**src/rtl/proc_pkg.sv**
```systemverilog
// Shared definitions for the program loader: FSM state encoding, default
// memory depth and the RISC-V NOP encoding used as filler by callers.
package proc_pkg;

    typedef enum logic [2:0] {
        ST_IDLE,
        ST_LOAD,
        ST_RELEASE,
        ST_RUN,
        ST_ERROR
    } loader_state_e;

    localparam int unsigned MEM_DEPTH_DEFAULT = 16384;
    localparam int unsigned BYTES_PER_WORD    = 4;
    localparam logic [31:0] NOP_INSN          = 32'h0000_0013;

endpackage

```
**src/rtl/word_serializer.sv**
```systemverilog
// Holds one accepted word and presents it one byte per cycle, byte 0 first,
// reporting to the loader FSM when it is on its final byte or free.
module word_serializer
    import proc_pkg::*;
#(
    parameter int unsigned WIDTH = 32
) (
    input  logic             clk_i,
    input  logic             rst_i,
    input  logic             load_i,
    input  logic [WIDTH-1:0] word_i,
    output logic             busy_o,
    output logic             on_last_o,
    output logic             emit_o,
    output logic             ready_next_o,
    output logic [7:0]       byte_o
);

    localparam logic [1:0] LAST_IDX = 2'(BYTES_PER_WORD - 1);

    logic             busy_q, busy_d;
    logic [1:0]       idx_q, idx_d;
    logic [WIDTH-1:0] shreg_q, shreg_d;
    logic [7:0]       byte_q, byte_d;

    always_comb begin
        busy_d  = busy_q;
        idx_d   = idx_q;
        shreg_d = shreg_q;
        byte_d  = byte_q;
        if (load_i) begin
            busy_d  = 1'b1;
            idx_d   = '0;
            byte_d  = word_i[7:0];
            shreg_d = word_i >> 8;
        end else if (busy_q) begin
            if (idx_q == LAST_IDX) begin
                busy_d = 1'b0;
            end else begin
                byte_d  = shreg_q[7:0];
                shreg_d = shreg_q >> 8;
                idx_d   = idx_q + 2'd1;
            end
        end
    end

    always_ff @(posedge clk_i or posedge rst_i) begin
        if (rst_i) begin
            busy_q  <= 1'b0;
            idx_q   <= '0;
            shreg_q <= '0;
            byte_q  <= '0;
        end else begin
            busy_q  <= busy_d;
            idx_q   <= idx_d;
            shreg_q <= shreg_d;
            byte_q  <= byte_d;
        end
    end

    assign busy_o    = busy_q;
    assign byte_o    = byte_q;
    assign on_last_o = busy_q && (idx_q == LAST_IDX);
    assign emit_o    = load_i || (busy_q && (idx_q != LAST_IDX));
    // Free next cycle if idle, or about to reach / leave the final byte.
    assign ready_next_o = !load_i && (!busy_q || (idx_q >= LAST_IDX - 2'd1));

endmodule

```
**src/rtl/prog_loader.sv**
```systemverilog
// Streams a program image into processor memory bytewise, holding the CPU in
// reset until loaded. Define LOADER_CHECKSUM_EN to add the checksum output.
module prog_loader
    import proc_pkg::*;
#(
    parameter int unsigned WIDTH          = 32,
    parameter int unsigned MEM_DEPTH      = MEM_DEPTH_DEFAULT,
    parameter int unsigned BASE_ADDR      = 0,
    parameter int unsigned RELEASE_CYCLES = 2
) (
    input  logic             clock,
    input  logic             reset,
    input  logic             start,
    input  logic             word_valid,
    input  logic [WIDTH-1:0] word_data,
    input  logic             word_last,
    output logic             word_ready,
    output logic             memEn,
    output logic [WIDTH-1:0] memAddr,
    output logic [WIDTH-1:0] memData,
    output logic             cpu_reset,
    output logic             done,
    output logic             error
`ifdef LOADER_CHECKSUM_EN
    ,
    output logic [WIDTH-1:0] checksum
`endif
);

    localparam int unsigned REL_LAST = (RELEASE_CYCLES > 0) ? RELEASE_CYCLES - 1 : 0;
    localparam int unsigned REL_W    = $clog2(REL_LAST + 1) + 1;

    loader_state_e    state_q, state_d;
    logic [WIDTH-1:0] ptr_q, ptr_d, addr_q, addr_d;
    logic [REL_W-1:0] rel_q, rel_d;
    logic             last_q, last_d;
    logic             ready_q, ready_d, cpu_rst_q, cpu_rst_d;
    logic             done_q, done_d, err_q, err_d;
    logic             load, restart, overflow;
    logic [WIDTH:0]   end_addr;
    logic             ser_busy, ser_on_last, ser_emit, ser_ready_next;
    logic [7:0]       ser_byte;

    word_serializer #(.WIDTH(WIDTH)) u_ser (
        .clk_i        (clock),
        .rst_i        (reset),
        .load_i       (load),
        .word_i       (word_data),
        .busy_o       (ser_busy),
        .on_last_o    (ser_on_last),
        .emit_o       (ser_emit),
        .ready_next_o (ser_ready_next),
        .byte_o       (ser_byte)
    );

    // ptr_q is the next unwritten byte address; extra bit keeps the bound check wrap-free.
    assign end_addr = {1'b0, ptr_q} + (WIDTH+1)'(BYTES_PER_WORD - 1);
    assign overflow = end_addr > (WIDTH+1)'(MEM_DEPTH - 1);

    always_comb begin
        state_d = state_q;
        ptr_d   = ptr_q;
        addr_d  = addr_q;
        last_d  = last_q;
        rel_d   = rel_q;
        load    = 1'b0;
        restart = 1'b0;
        unique case (state_q)
            ST_IDLE, ST_RUN, ST_ERROR: begin
                if (start) begin
                    state_d = ST_LOAD;
                    restart = 1'b1;
                end
            end
            ST_LOAD: begin
                if (word_valid && ready_q) begin
                    if (overflow) begin
                        state_d = ST_ERROR;
                    end else begin
                        load   = 1'b1;
                        last_d = word_last;
                    end
                end
                if (ser_on_last && last_q) begin
                    state_d = (RELEASE_CYCLES == 0) ? ST_RUN : ST_RELEASE;
                    rel_d   = '0;
                    last_d  = 1'b0;
                end
            end
            ST_RELEASE: begin
                if (rel_q == REL_W'(REL_LAST)) state_d = ST_RUN;
                else                           rel_d   = rel_q + REL_W'(1);
            end
            default: state_d = ST_IDLE;
        endcase
        if (restart) begin
            ptr_d  = WIDTH'(BASE_ADDR);
            last_d = 1'b0;
        end
        if (ser_emit) begin
            addr_d = ptr_q;
            ptr_d  = ptr_q + WIDTH'(1);
        end
        ready_d   = (state_d == ST_LOAD) && !last_d && ser_ready_next;
        cpu_rst_d = (state_d != ST_RUN);
        done_d    = (state_d == ST_RUN);
        err_d     = (state_d == ST_ERROR);
    end

    always_ff @(posedge clock or posedge reset) begin
        if (reset) begin
            state_q   <= ST_IDLE;
            ptr_q     <= '0;
            addr_q    <= '0;
            last_q    <= 1'b0;
            rel_q     <= '0;
            ready_q   <= 1'b0;
            cpu_rst_q <= 1'b1;
            done_q    <= 1'b0;
            err_q     <= 1'b0;
        end else begin
            state_q   <= state_d;
            ptr_q     <= ptr_d;
            addr_q    <= addr_d;
            last_q    <= last_d;
            rel_q     <= rel_d;
            ready_q   <= ready_d;
            cpu_rst_q <= cpu_rst_d;
            done_q    <= done_d;
            err_q     <= err_d;
        end
    end

`ifdef LOADER_CHECKSUM_EN
    logic [WIDTH-1:0] csum_q, csum_d;

    always_comb begin
        csum_d = csum_q;
        if (restart)   csum_d = '0;
        else if (load) csum_d = csum_q + word_data;
    end

    always_ff @(posedge clock or posedge reset) begin
        if (reset) csum_q <= '0;
        else       csum_q <= csum_d;
    end

    assign checksum = csum_q;
`endif

    assign word_ready = ready_q;
    assign memEn      = ser_busy;
    assign memAddr    = addr_q;
    assign memData    = {{(WIDTH-8){1'b0}}, ser_byte};
    assign cpu_reset  = cpu_rst_q;
    assign done       = done_q;
    assign error      = err_q;

endmodule

```
**config.mk**
```make
export PLATFORM = sky130hd
export DESIGN_NAME = prog_loader
export DESIGN_NICKNAME = d
export VERILOG_FILES = /design/src/rtl/proc_pkg.sv /design/src/rtl/word_serializer.sv /design/src/rtl/prog_loader.sv
export SDC_FILE = /design/constraint.sdc
export NUM_CORES = 1
export LEC_CHECK = 0
export BUFFER_PORTS_ARGS = -buffer_cell sky130_fd_sc_hd__buf_2
export CELL_PAD_IN_SITES_DETAIL_PLACEMENT = 1
export CELL_PAD_IN_SITES_GLOBAL_PLACEMENT = 2
export CORE_AREA = 2 2 137 152
export CTS_BUF_LIST = sky130_fd_sc_hd__clkbuf_4 sky130_fd_sc_hd__clkbuf_8
export DETAILED_ROUTE_END_ITERATION = 10
export DIE_AREA = 0 0 139 154
export HOLD_SLACK_MARGIN = 0.02
export PLACE_DENSITY = 0.82
export SYNTH_ARGS = -nofsm -noshare
export SYNTH_HDL_FRONTEND = slang
export SYNTH_SLANG_ARGS = --single-unit
export TNS_END_PERCENT = 1
```
**constraint.sdc**
```tcl
create_clock -name clock -period 3.8 [get_ports clock]
set_input_delay 0.76 -clock clock [delete_from_list [all_inputs] [get_ports clock]]
set_output_delay 0.76 -clock clock [all_outputs]
set_load 0.02 [all_outputs]
```
==> flow_metrics.env, run 1 <==
export IMPL_max_freq_mhz=294
export IMPL_hold_path_class="flip-flop to flip-flop"
export IMPL_netlist_area_um2=5870
export IMPL_cp_start_kind="flip-flop"
export IMPL_gp_congestion=0.815
export IMPL_pwr_share_comb=0.418
export IMPL_drt_total_wl_mm=15.7
export IMPL_crit_type="flip-flop to flip-flop"
export IMPL_cpMostUsedCell="nand4_1"
export IMPL_seqPwrFrac=0.412
export IMPL_swShare=0.422
export IMPL_chipHeight_um=154
export IMPL_core_rowCount=54
export IMPL_met2_usage=0.256
export IMPL_leakagePower_nw=3.26
export IMPL_die_w_um=139
export IMPL_drv_cap=0
export IMPL_io_buffers=81
export IMPL_critPathRequiredTime_ns=4.07
export IMPL_fin_setup_tns_ns=0
export IMPL_overflow=0
export IMPL_cts_max_level=3
export IMPL_cp_num_buf_inv=2
export IMPL_synth_edf_count=0
export IMPL_path_max_fanout=15
export IMPL_postSynthAreaPerCell_um2=9.01
export IMPL_dp_hpwl_mm=11.3
export IMPL_p_int_mw=2.29
export IMPL_layout_drive_gt1_share=0.190
export IMPL_busiest_layer="met2"
export IMPL_p_switching_mw=1.67
export IMPL_netlist_instances=651
export IMPL_regArea_um2=2730
export IMPL_grtUsageMet1=0.189
export IMPL_endpoint_kind="flip-flop"
export IMPL_coreArea_um2=19700
export IMPL_synth_ff_latch_count=109
export IMPL_ant_nets=0
export IMPL_cts_setup_buffers=0
export IMPL_rsz0062_at_grt="false"
export IMPL_critical_path_max_stage_delay_ns=0.52
export IMPL_final_cell_mix="133 x nand2_1, 108 x dfrtp_1, 81 x buf_2"
export IMPL_synthFlopType="dfrtp_1"
export IMPL_slew_viol_final=0
export IMPL_worstPathCellList="inv_1, ha_1, nand3b_1, nor3_2, nand4_1, nand2_1, and4_1, nand4_1, o31a_2, buf_4, o311ai_0, o41ai_1"
export IMPL_grt_max_degree=70
export IMPL_fin_skew_ns=0.0130
export IMPL_root_buffer="clkbuf_8"
export IMPL_area_growth_pct=13.1
export IMPL_ctsHoldBuffers=0
export IMPL_grt_total_usage=0.150
export IMPL_cts_made_buffers=9
export IMPL_cts_max_path_buffers=2
export IMPL_r2r_setup_slack_ns=0.40
export IMPL_status="finished, final reports clean"
export IMPL_antenna_found_initial=0
export IMPL_grt_use_met3=0.0343
export IMPL_report_power_total_mw=3.96
export IMPL_n_antenna_cell=0
export IMPL_drt_iter0_drc=193
export IMPL_path_clk_slew_ns=0.11
export IMPL_cts_repair_resized=0
export IMPL_routedWlPerCell_um=16.1
export IMPL_relSlewSlack=0.469
export IMPL_nNetsFinal=758
export IMPL_grt_pass1_vias=4949
export IMPL_yosysSeqAreaShare=0.465
export IMPL_worstMarginPinSlew_ns=0.796
export IMPL_crit_family="simple AND/OR/NAND/NOR gates"
export IMPL_clkSinkCount=109
export IMPL_async_flop_share=1.00
export IMPL_cts_tree="done"
export IMPL_synth_cell_types=59
export IMPL_grt_pass1_wl_mm=26.2
export IMPL_synth_warning_count=0
export IMPL_vias=4826
export IMPL_die_area_um2=21400
export IMPL_multi_input_area_um2=2770
export IMPL_cp_arrival_ns=3.67
export IMPL_clkPwrFrac=0.170
export IMPL_cp_slowest_cell="o31a_2"
export IMPL_via_per_inst=4.97
export IMPL_io_pins=106
export IMPL_irDropWorstVdd_mv=0.277
export IMPL_first_pass_iters=4
export IMPL_worstSkewPairLatency_ns=0.39
export IMPL_hold_viol_final=0
export IMPL_fin_crit_sh=0.896
export IMPL_power_density_nw_per_um2=597
export IMPL_start_util=0.297
export IMPL_route_detailed_drc=0
export IMPL_mostFrequentLayoutCell="nand2_1"
export IMPL_finalSetupViolations=0
export IMPL_post_route_min_period_ns=3.40
export IMPL_nFillCells=2380
## final cells by class
cell class	count	share of cell area
Inverter	16	0.00943
Clock buffer	9	0.0187
Clock inverter	7	0.00754
Tap cell	252	0.0475
Multi-Input combinational cell	479	0.417
Timing Repair Buffer	100	0.0883
Sequential cell	109	0.411
## routing by layer
metal	up-vias	share of wire
met2	113	0.49
met1	2354	0.44
met4	0	0.016
met5	-	0
li1	2338	-
met3	21	0.050
## power groups by stage
stage / Combinational [mW] / Clock [mW] / Sequential [mW]
after CTS: 1.69 / 0.709 / 1.64
final: 1.66 / 0.672 / 1.63
after global routing: 1.87 / 0.754 / 1.68
after floorplan: 1.14 / 0 / 1.69
after detailed placement: 1.68 / 0 / 1.66
after global placement: 1.65 / 0 / 1.66
## worst min-delay path, cell delays in order (launching register included)
cell	delay (ns)
dfrtp_1	0.35
nand2_1	0.05
nand2_1	0.05
## stage by stage
step            util  instances  area, um^2  hold slack (ns)  setup WS (ns)
5_1_grt        0.336        972        6640            0.496         0.0800
4_1_cts        0.336        972        6640            0.476          0.355
3_5_place_dp   0.327        956        6460            0.451          0.390
2_1_floorplan      -        674        5950            0.465          0.168
3_3_place_gp   0.327        956        6460            0.444          0.521
6_report       0.336        972        6640            0.468          0.397
## logic make-up after synthesis
kind of cell / Yosys count / share of synthesized area
simple gates: 293 / 0.247
flops: 109 / 0.465
compound gates: 107 / 0.115
buf+inv: 86 / 0.0783
mux: 37 / 0.0631
xor+xnor: 12 / 0.0179
fa+ha+maj: 6 / 0.0128
other cells: 1 / 0.000639
## Yosys cell counts, drive strengths merged, types with 4 or more instances
library cell	number	area (um^2)
xor2	7	61.3
nand4	18	140
and3	12	80.1
ha	6	75.1
o211ai	5	37.5
or3	5	31.3
a21oi	33	165
mux2i	37	370
dfrtp	108	2700
nand3	26	130
nand2b	5	31.3
o21ai	25	125
nor2	42	158
buf	46	308
clkbuf	24	91.3
nor3	11	60.1
or2	5	31.3
nor4	7	58.8
and2	7	43.8
and4	6	52.6
xnor2	5	43.8
inv	16	60.1
a31oi	16	100
nor3b	4	30.0
nand2	133	499
## registers in the layout, indices dropped and copies added (netlist names)
name	count
memAddr	32
u_ser.idx_q	2
ptr_q	32
rel_q	2
u_ser.busy_o	1
u_ser.byte_o	8
state_q	3
word_ready	1
error	1
u_ser.shreg_q	24
done	1
last_q	1
cpu_reset	1
## worst paths after layout
kind / from / end / depth (start not counted)
max in group asynchronous: reset / cpu_reset / 3
min in group asynchronous: reset / memAddr[9] / 2
worst max-delay path: ptr_q[0] / ptr_q[13] / 12
worst max register to register: ptr_q[0] / ptr_q[13] / 12
worst min-delay path: memAddr[24] / memAddr[24] / 2
worst min register to register: memAddr[24] / memAddr[24] / 2
(Power assumes the default switching activity.)
==> run 2: changes to the inputs <==
Settings changed: MAX_ROUTING_LAYER set to met4.
==> flow_metrics.env, run 2 (synthesis gave the netlist of run 1 again) <==
export IMPL_area_growth_pct=13.1
export IMPL_path_clk_slew_ns=0.11
export IMPL_layout_drive_gt1_share=0.190
export IMPL_leakagePower_nw=3.26
export IMPL_io_buffers=81
export IMPL_holdWs_ns=0.468
export IMPL_grt_total_usage=0.154
export IMPL_pwr_share_comb=0.418
export IMPL_swShare=0.421
export IMPL_cts_tree="done"
export IMPL_io_pins=106
export IMPL_grt_max_degree=70
export IMPL_grt_pass1_wl_mm=26.2
export IMPL_gp_congestion=0.827
export IMPL_finalSetupViolations=0
export IMPL_topRoutingLayerUsed="met4"
export IMPL_r2r_setup_slack_ns=0.40
export IMPL_cts_repair_resized=0
export IMPL_via_per_inst=4.92
export IMPL_nFillCells=2380
export IMPL_cts_max_path_buffers=2
export IMPL_dp_hpwl_mm=11.3
export IMPL_dpl_cell_area_um2=6460
export IMPL_hold_path_class="flip-flop to flip-flop"
export IMPL_ctsHoldBuffers=0
export IMPL_path_max_fanout=15
export IMPL_clkSinkCount=109
export IMPL_post_route_util=0.336
export IMPL_clkPwrFrac=0.170
export IMPL_chipHeight_um=154
export IMPL_cp_start_kind="flip-flop"
export IMPL_first_pass_iters=4
export IMPL_drt_total_wl_mm=15.7
export IMPL_grt_pass1_vias=4949
export IMPL_mostFrequentLayoutCell="nand2_1"
export IMPL_critPathRequiredTime_ns=4.07
export IMPL_drt_iter0_drc=234
export IMPL_p_switching_mw=1.67
export IMPL_p_int_mw=2.29
export IMPL_rsz0062_at_grt="false"
export IMPL_endpoint_kind="flip-flop"
export IMPL_fin_crit_sh=0.896
export IMPL_coreArea_um2=19700
export IMPL_cts_max_level=3
export IMPL_root_buffer="clkbuf_8"
export IMPL_post_route_min_period_ns=3.40
export IMPL_vias=4787
export IMPL_seqPwrFrac=0.413
export IMPL_die_area_um2=21400
export IMPL_hold_path_endpoint="memAddr[24]"
export IMPL_cts_setup_buffers=0
export IMPL_status="finished, final reports clean"
export IMPL_crit_type="flip-flop to flip-flop"
export IMPL_min_delay_start="memAddr[24]"
export IMPL_fin_skew_ns=0.0121
export IMPL_wl_met1_mm=7.12
export IMPL_irDropWorstVdd_mv=0.276
export IMPL_n_antenna_cell=0
export IMPL_wl_met3_um=662
export IMPL_routedWlPerCell_um=16.1
export IMPL_worstSkewPairLatency_ns=0.39
export IMPL_holdPathStages=2
export IMPL_overflow=0
export IMPL_drv_cap=0
export IMPL_antenna_found_initial=0
export IMPL_cts_made_buffers=9
export IMPL_max_freq_mhz=294
export IMPL_final_cell_mix="133 x nand2_1, 108 x dfrtp_1, 81 x buf_2"
export IMPL_relSlewSlack=0.464
export IMPL_timing_rr_end="ptr_q[13]"
export IMPL_power_density_nw_per_um2=597
export IMPL_cp_arrival_ns=3.67
export IMPL_slew_viol_final=0
export IMPL_worstMarginPinSlew_ns=0.803
export IMPL_nNetsFinal=758
export IMPL_fin_setup_tns_ns=0
export IMPL_hold_viol_final=0
export IMPL_route_detailed_drc=0
export IMPL_finalInstanceArea_um2=6640
export IMPL_die_w_um=139
export IMPL_r2r_start="ptr_q[0]"
export IMPL_core_rowCount=54
export IMPL_met2_length_mm=7.65
export IMPL_ff2ff_path_depth=12
export IMPL_ant_nets=0
export IMPL_start_util=0.297
run 2: power by group through the flow:
| stage | clock network (mW) | registers, mW | logic [mW] |
|---|---|---|---|
| after floorplan | 0 | 1.69 | 1.14 |
| after global placement | 0 | 1.66 | 1.65 |
| after detailed placement | 0 | 1.66 | 1.68 |
| after CTS | 0.709 | 1.64 | 1.69 |
| after global routing | 0.755 | 1.68 | 1.87 |
| final | 0.672 | 1.63 | 1.65 |
run 2: metrics by stage:
stage	setup slack [ns]	total power, mW	instances
after detailed placement	0.390	3.35	956
after global placement	0.521	3.30	956
after global routing	0.0806	4.30	972
final	0.395	3.96	972
after floorplan	0.168	2.83	674
after CTS	0.355	4.04	972
run 2: metal layers:
layer	global-route usage	up-vias
met3	0.0318	19
met2	0.256	99
met1	0.191	2324
li1	-	2345
met5	-	-
met4	0.0433	0
run 2: how the worst max path moves through the flow:
| stage | depth (start not counted) | startpoint | endpoint |
|---|---|---|---|
| final | 12 | ptr_q[0] | ptr_q[13] |
| after global routing | 12 | ptr_q[0] | ptr_q[13] |
| after CTS | 12 | ptr_q[0] | ptr_q[13] |
| after detailed placement | 12 | ptr_q[0] | ptr_q[13] |
| after global placement | 12 | ptr_q[0] | ptr_q[11] |
| after floorplan | 1 | reset | done |
run 2: critical path, stage by stage, from the launching register on:
cell and delay (ns):
dfrtp_1 0.36, inv_1 0.09, ha_1 0.24, nand3b_1 0.29, nor3_2 0.44, nand4_1 0.15, nand2_1 0.09, and4_1 0.22
nand4_1 0.16, o31a_2 0.52, buf_4 0.24, o311ai_0 0.35, o41ai_1 0.13
run 2: cell type report:
type	instances	area, um^2	share of cell area
multi-input combinational	479	2770	0.417
sequential	109	2730	0.411
timing repair buffer	100	586	0.0883
tap	252	315	0.0475
clock buffer	9	124	0.0187
inverter	16	62.6	0.00943
clock inverter	7	50.0	0.00754
==> run 3: changes to the inputs <==
Settings changed: CORE_AREA 2 2 137 152 to 2 2 136 151, DIE_AREA 0 0 139 154 to 0 0 138 153, PLACE_DENSITY 0.82 to 0.8, SYNTH_HIERARCHICAL set to 1.
==> flow_metrics.env, run 3 <==
export IMPL_status="finished, final reports clean"
export IMPL_path_max_fanout=4
export IMPL_worstMarginPinSlew_ns=0.890
export IMPL_grt_pass1_wl_mm=25.9
export IMPL_io_buffers=81
export IMPL_vias=4627
export IMPL_chipHeight_um=153
export IMPL_report_power_total_mw=3.70
export IMPL_via_per_inst=4.86
export IMPL_yosysTopAreaCell="dfrtp_1"
export IMPL_ys_top_cells_by_count="108 x dfrtp_1, 73 x nand2_1, 53 x o21ai_0"
export IMPL_power_density_nw_per_um2=521
export IMPL_drt_iter0_drc=133
export IMPL_cp_arrival_ns=4.03
export IMPL_drt_total_wl_mm=15.4
export IMPL_final_cell_mix="97 x dfrtp_1, 81 x buf_2, 76 x buf_4"
export IMPL_route_detailed_drc=0
export IMPL_synth_compound_area_share=0.119
export IMPL_p_int_mw=2.27
export IMPL_seqPwrFrac=0.426
export IMPL_netlist_instances=569
export IMPL_wl_met1_mm=6.88
export IMPL_mostFrequentLayoutCell="dfrtp_1"
export IMPL_synthFlopType="dfrtp_1"
export IMPL_synthSimpleGateAreaFrac=0.184
export IMPL_gp_congestion=0.925
export IMPL_max_freq_mhz=266
export IMPL_fin_skew_ns=0.0153
export IMPL_root_buffer="clkbuf_8"
export IMPL_synth_edf_count=0
export IMPL_area_growth_pct=22.6
export IMPL_synth_area_leaders="dfrtp_1 47%, mux2_2 6.6%, mux2i_1 5.0%, nand2_1 4.7%, o21ai_0 4.6%"
export IMPL_synth_area_mux_share=0.116
export IMPL_fin_setup_tns_ns=0
export IMPL_pwr_share_comb=0.384
export IMPL_n_antenna_cell=0
export IMPL_rsz0062_at_grt="true"
export IMPL_cts_made_buffers=9
export IMPL_yosysSeqAreaShare=0.471
export IMPL_crit_type="flip-flop to flip-flop"
export IMPL_met2_length_mm=7.82
export IMPL_grt_max_degree=68
export IMPL_worstSkewPairLatency_ns=0.40
export IMPL_start_util=0.296
export IMPL_die_w_um=138
export IMPL_wl_met3_um=540
export IMPL_routedWlPerCell_um=16.2
export IMPL_clkPwrFrac=0.190
export IMPL_synth_top_family_by_area="simple AND/OR/NAND/NOR gates"
export IMPL_hold_path_class="primary input to asynchronous set/reset pin"
export IMPL_synth_ff_latch_count=109
export IMPL_drv_cap=0
export IMPL_ff2ff_path_depth=16
export IMPL_io_pins=106
export IMPL_layout_drive_gt1_share=0.372
export IMPL_clkSinkCount=109
export IMPL_p_switching_mw=1.43
export IMPL_critPathRequiredTime_ns=4.08
export IMPL_grt_total_usage=0.153
export IMPL_first_pass_iters=4
export IMPL_nNetsFinal=739
export IMPL_postSynthAreaPerCell_um2=10.2
export IMPL_hold_viol_final=0
export IMPL_coreArea_um2=19600
export IMPL_ant_nets=0
export IMPL_ctsHoldBuffers=0
export IMPL_netlist_area_leader_share=0.467
export IMPL_endpoint_kind="flip-flop"
export IMPL_leakagePower_nw=3.41
export IMPL_async_flop_share=1.00
export IMPL_die_area_um2=21100
export IMPL_synth_most_common_cell="dfrtp_1"
export IMPL_netlist_area_um2=5790
export IMPL_cts_tree="done"
export IMPL_cts_max_level=3
export IMPL_synth_cell_types=64
export IMPL_fin_crit_sh=0.988
export IMPL_cp_start_kind="flip-flop"
export IMPL_slew_viol_final=0
export IMPL_path_clk_slew_ns=0.12
export IMPL_topRoutingLayerUsed="met4"
export IMPL_synth_warning_count=6
export IMPL_antenna_found_initial=0
export IMPL_core_rowCount=54
export IMPL_cts_max_path_buffers=2
export IMPL_synth_fa_ha_area_frac=0.0130
export IMPL_swShare=0.387
export IMPL_dp_hpwl_mm=11.6
export IMPL_grt_pass1_vias=4961
export IMPL_relSlewSlack=0.406
export IMPL_synth_xor_area_share=0.0212
export IMPL_irDropWorstVdd_mv=0.226
export IMPL_post_route_min_period_ns=3.75
export IMPL_overflow=0
export IMPL_finalSetupViolations=0
-- run 3: cell count changes after synthesis, moves of 8 or more --
| cell | change |
|---|---|
| mux2_2 | +34 |
| a31oi_1 | -12 |
| nand2_1 | -60 |
| o21ai_0 | +28 |
| nor2_1 | -24 |
| mux2i_1 | -8 |
| a21oi_1 | -25 |
-- run 3: area by class of cell --
type	count	area [um^2]
well taps	252	315
multi-input cells	406	2820
fillers	2266	12500
clock buffers	10	138
clock inverters	6	50.0
repair buffers	158	996
inverters	12	45.0
flip-flops and latches	109	2740
-- run 3: critical path, cell delays in order (launching register included) --
cell and delay (ns):
dfrtp_1 0.44, nand4_1 0.19, nor4_4 0.42, nor2b_2 0.22, xor2_1 0.07, a211o_1 0.26
nor4_4 0.30, and2_4 0.19, nand2b_4 0.12, and3_4 0.18, nand4_1 0.13, or3_4 0.38
nand2b_4 0.16, or2_4 0.24, nor2_4 0.12, nand3_2 0.09, mux2i_1 0.12
-- run 3: cells by family (layout without fill, tap and decap cells) --
kind of cell	count (synthesis)	in the layout
compound gates	106	106
simple gates	193	193
other cells	1	24
buf+inv	77	186
xor+xnor	14	14
mux	63	63
flops	109	109
fa+ha+maj	6	6
-- run 3: routing by layer --
layer / global-route usage / vias up
li1: - / 2217
met2: 0.255 / 92
met1: 0.190 / 2303
met5: - / -
met3: 0.0307 / 15
met4: 0.0423 / 0
-- run 3: final timing paths --
path                             start                 to  slack [ns]
max                          ptr_q[13]          ptr_q[30]        0.05
min                              reset  u_ser/shreg_q[22]        0.47
max reg2reg                  ptr_q[13]          ptr_q[30]        0.05
min reg2reg                memAddr[26]        memAddr[26]        0.51
max in group asynchronous        reset        memAddr[17]        2.16
min in group clock         memAddr[26]        memAddr[26]        0.51
-- run 3: power by group through the flow --
stage / sequential (mW) / combinational [mW] / clock, mW
global route: 1.61 / 1.59 / 0.781
detailed placement: 1.59 / 1.43 / 0
finish: 1.57 / 1.42 / 0.703
floorplan: 1.63 / 1.06 / 0
global placement: 1.57 / 1.39 / 0
CTS: 1.57 / 1.44 / 0.740
-- run 3: stage by stage --
stage          utilization  std cells  hold WS, ns  worst slack [ns]  cell area [um^2]
6_report             0.362        953        0.472            0.0468              7100
5_1_grt              0.362        953        0.489            -0.139              7100
4_1_cts              0.358        949        0.464           -0.0212              7010
3_5_place_dp         0.345        928        0.492            -0.159              6760
3_3_place_gp         0.345        928        0.484        -0.0000500              6760
2_1_floorplan            -        592        0.468            -0.206              5910
-- run 3: what timing repair did --
action | in CTS | in global routing
gates resized for setup | 9 | 19
buffers inserted | 5 | 4
pin swaps | 7 | 6
endpoints found under the setup margin | 10 | 15
endpoints found under the hold margin | 0 | 0
gates cloned | 0 | 0
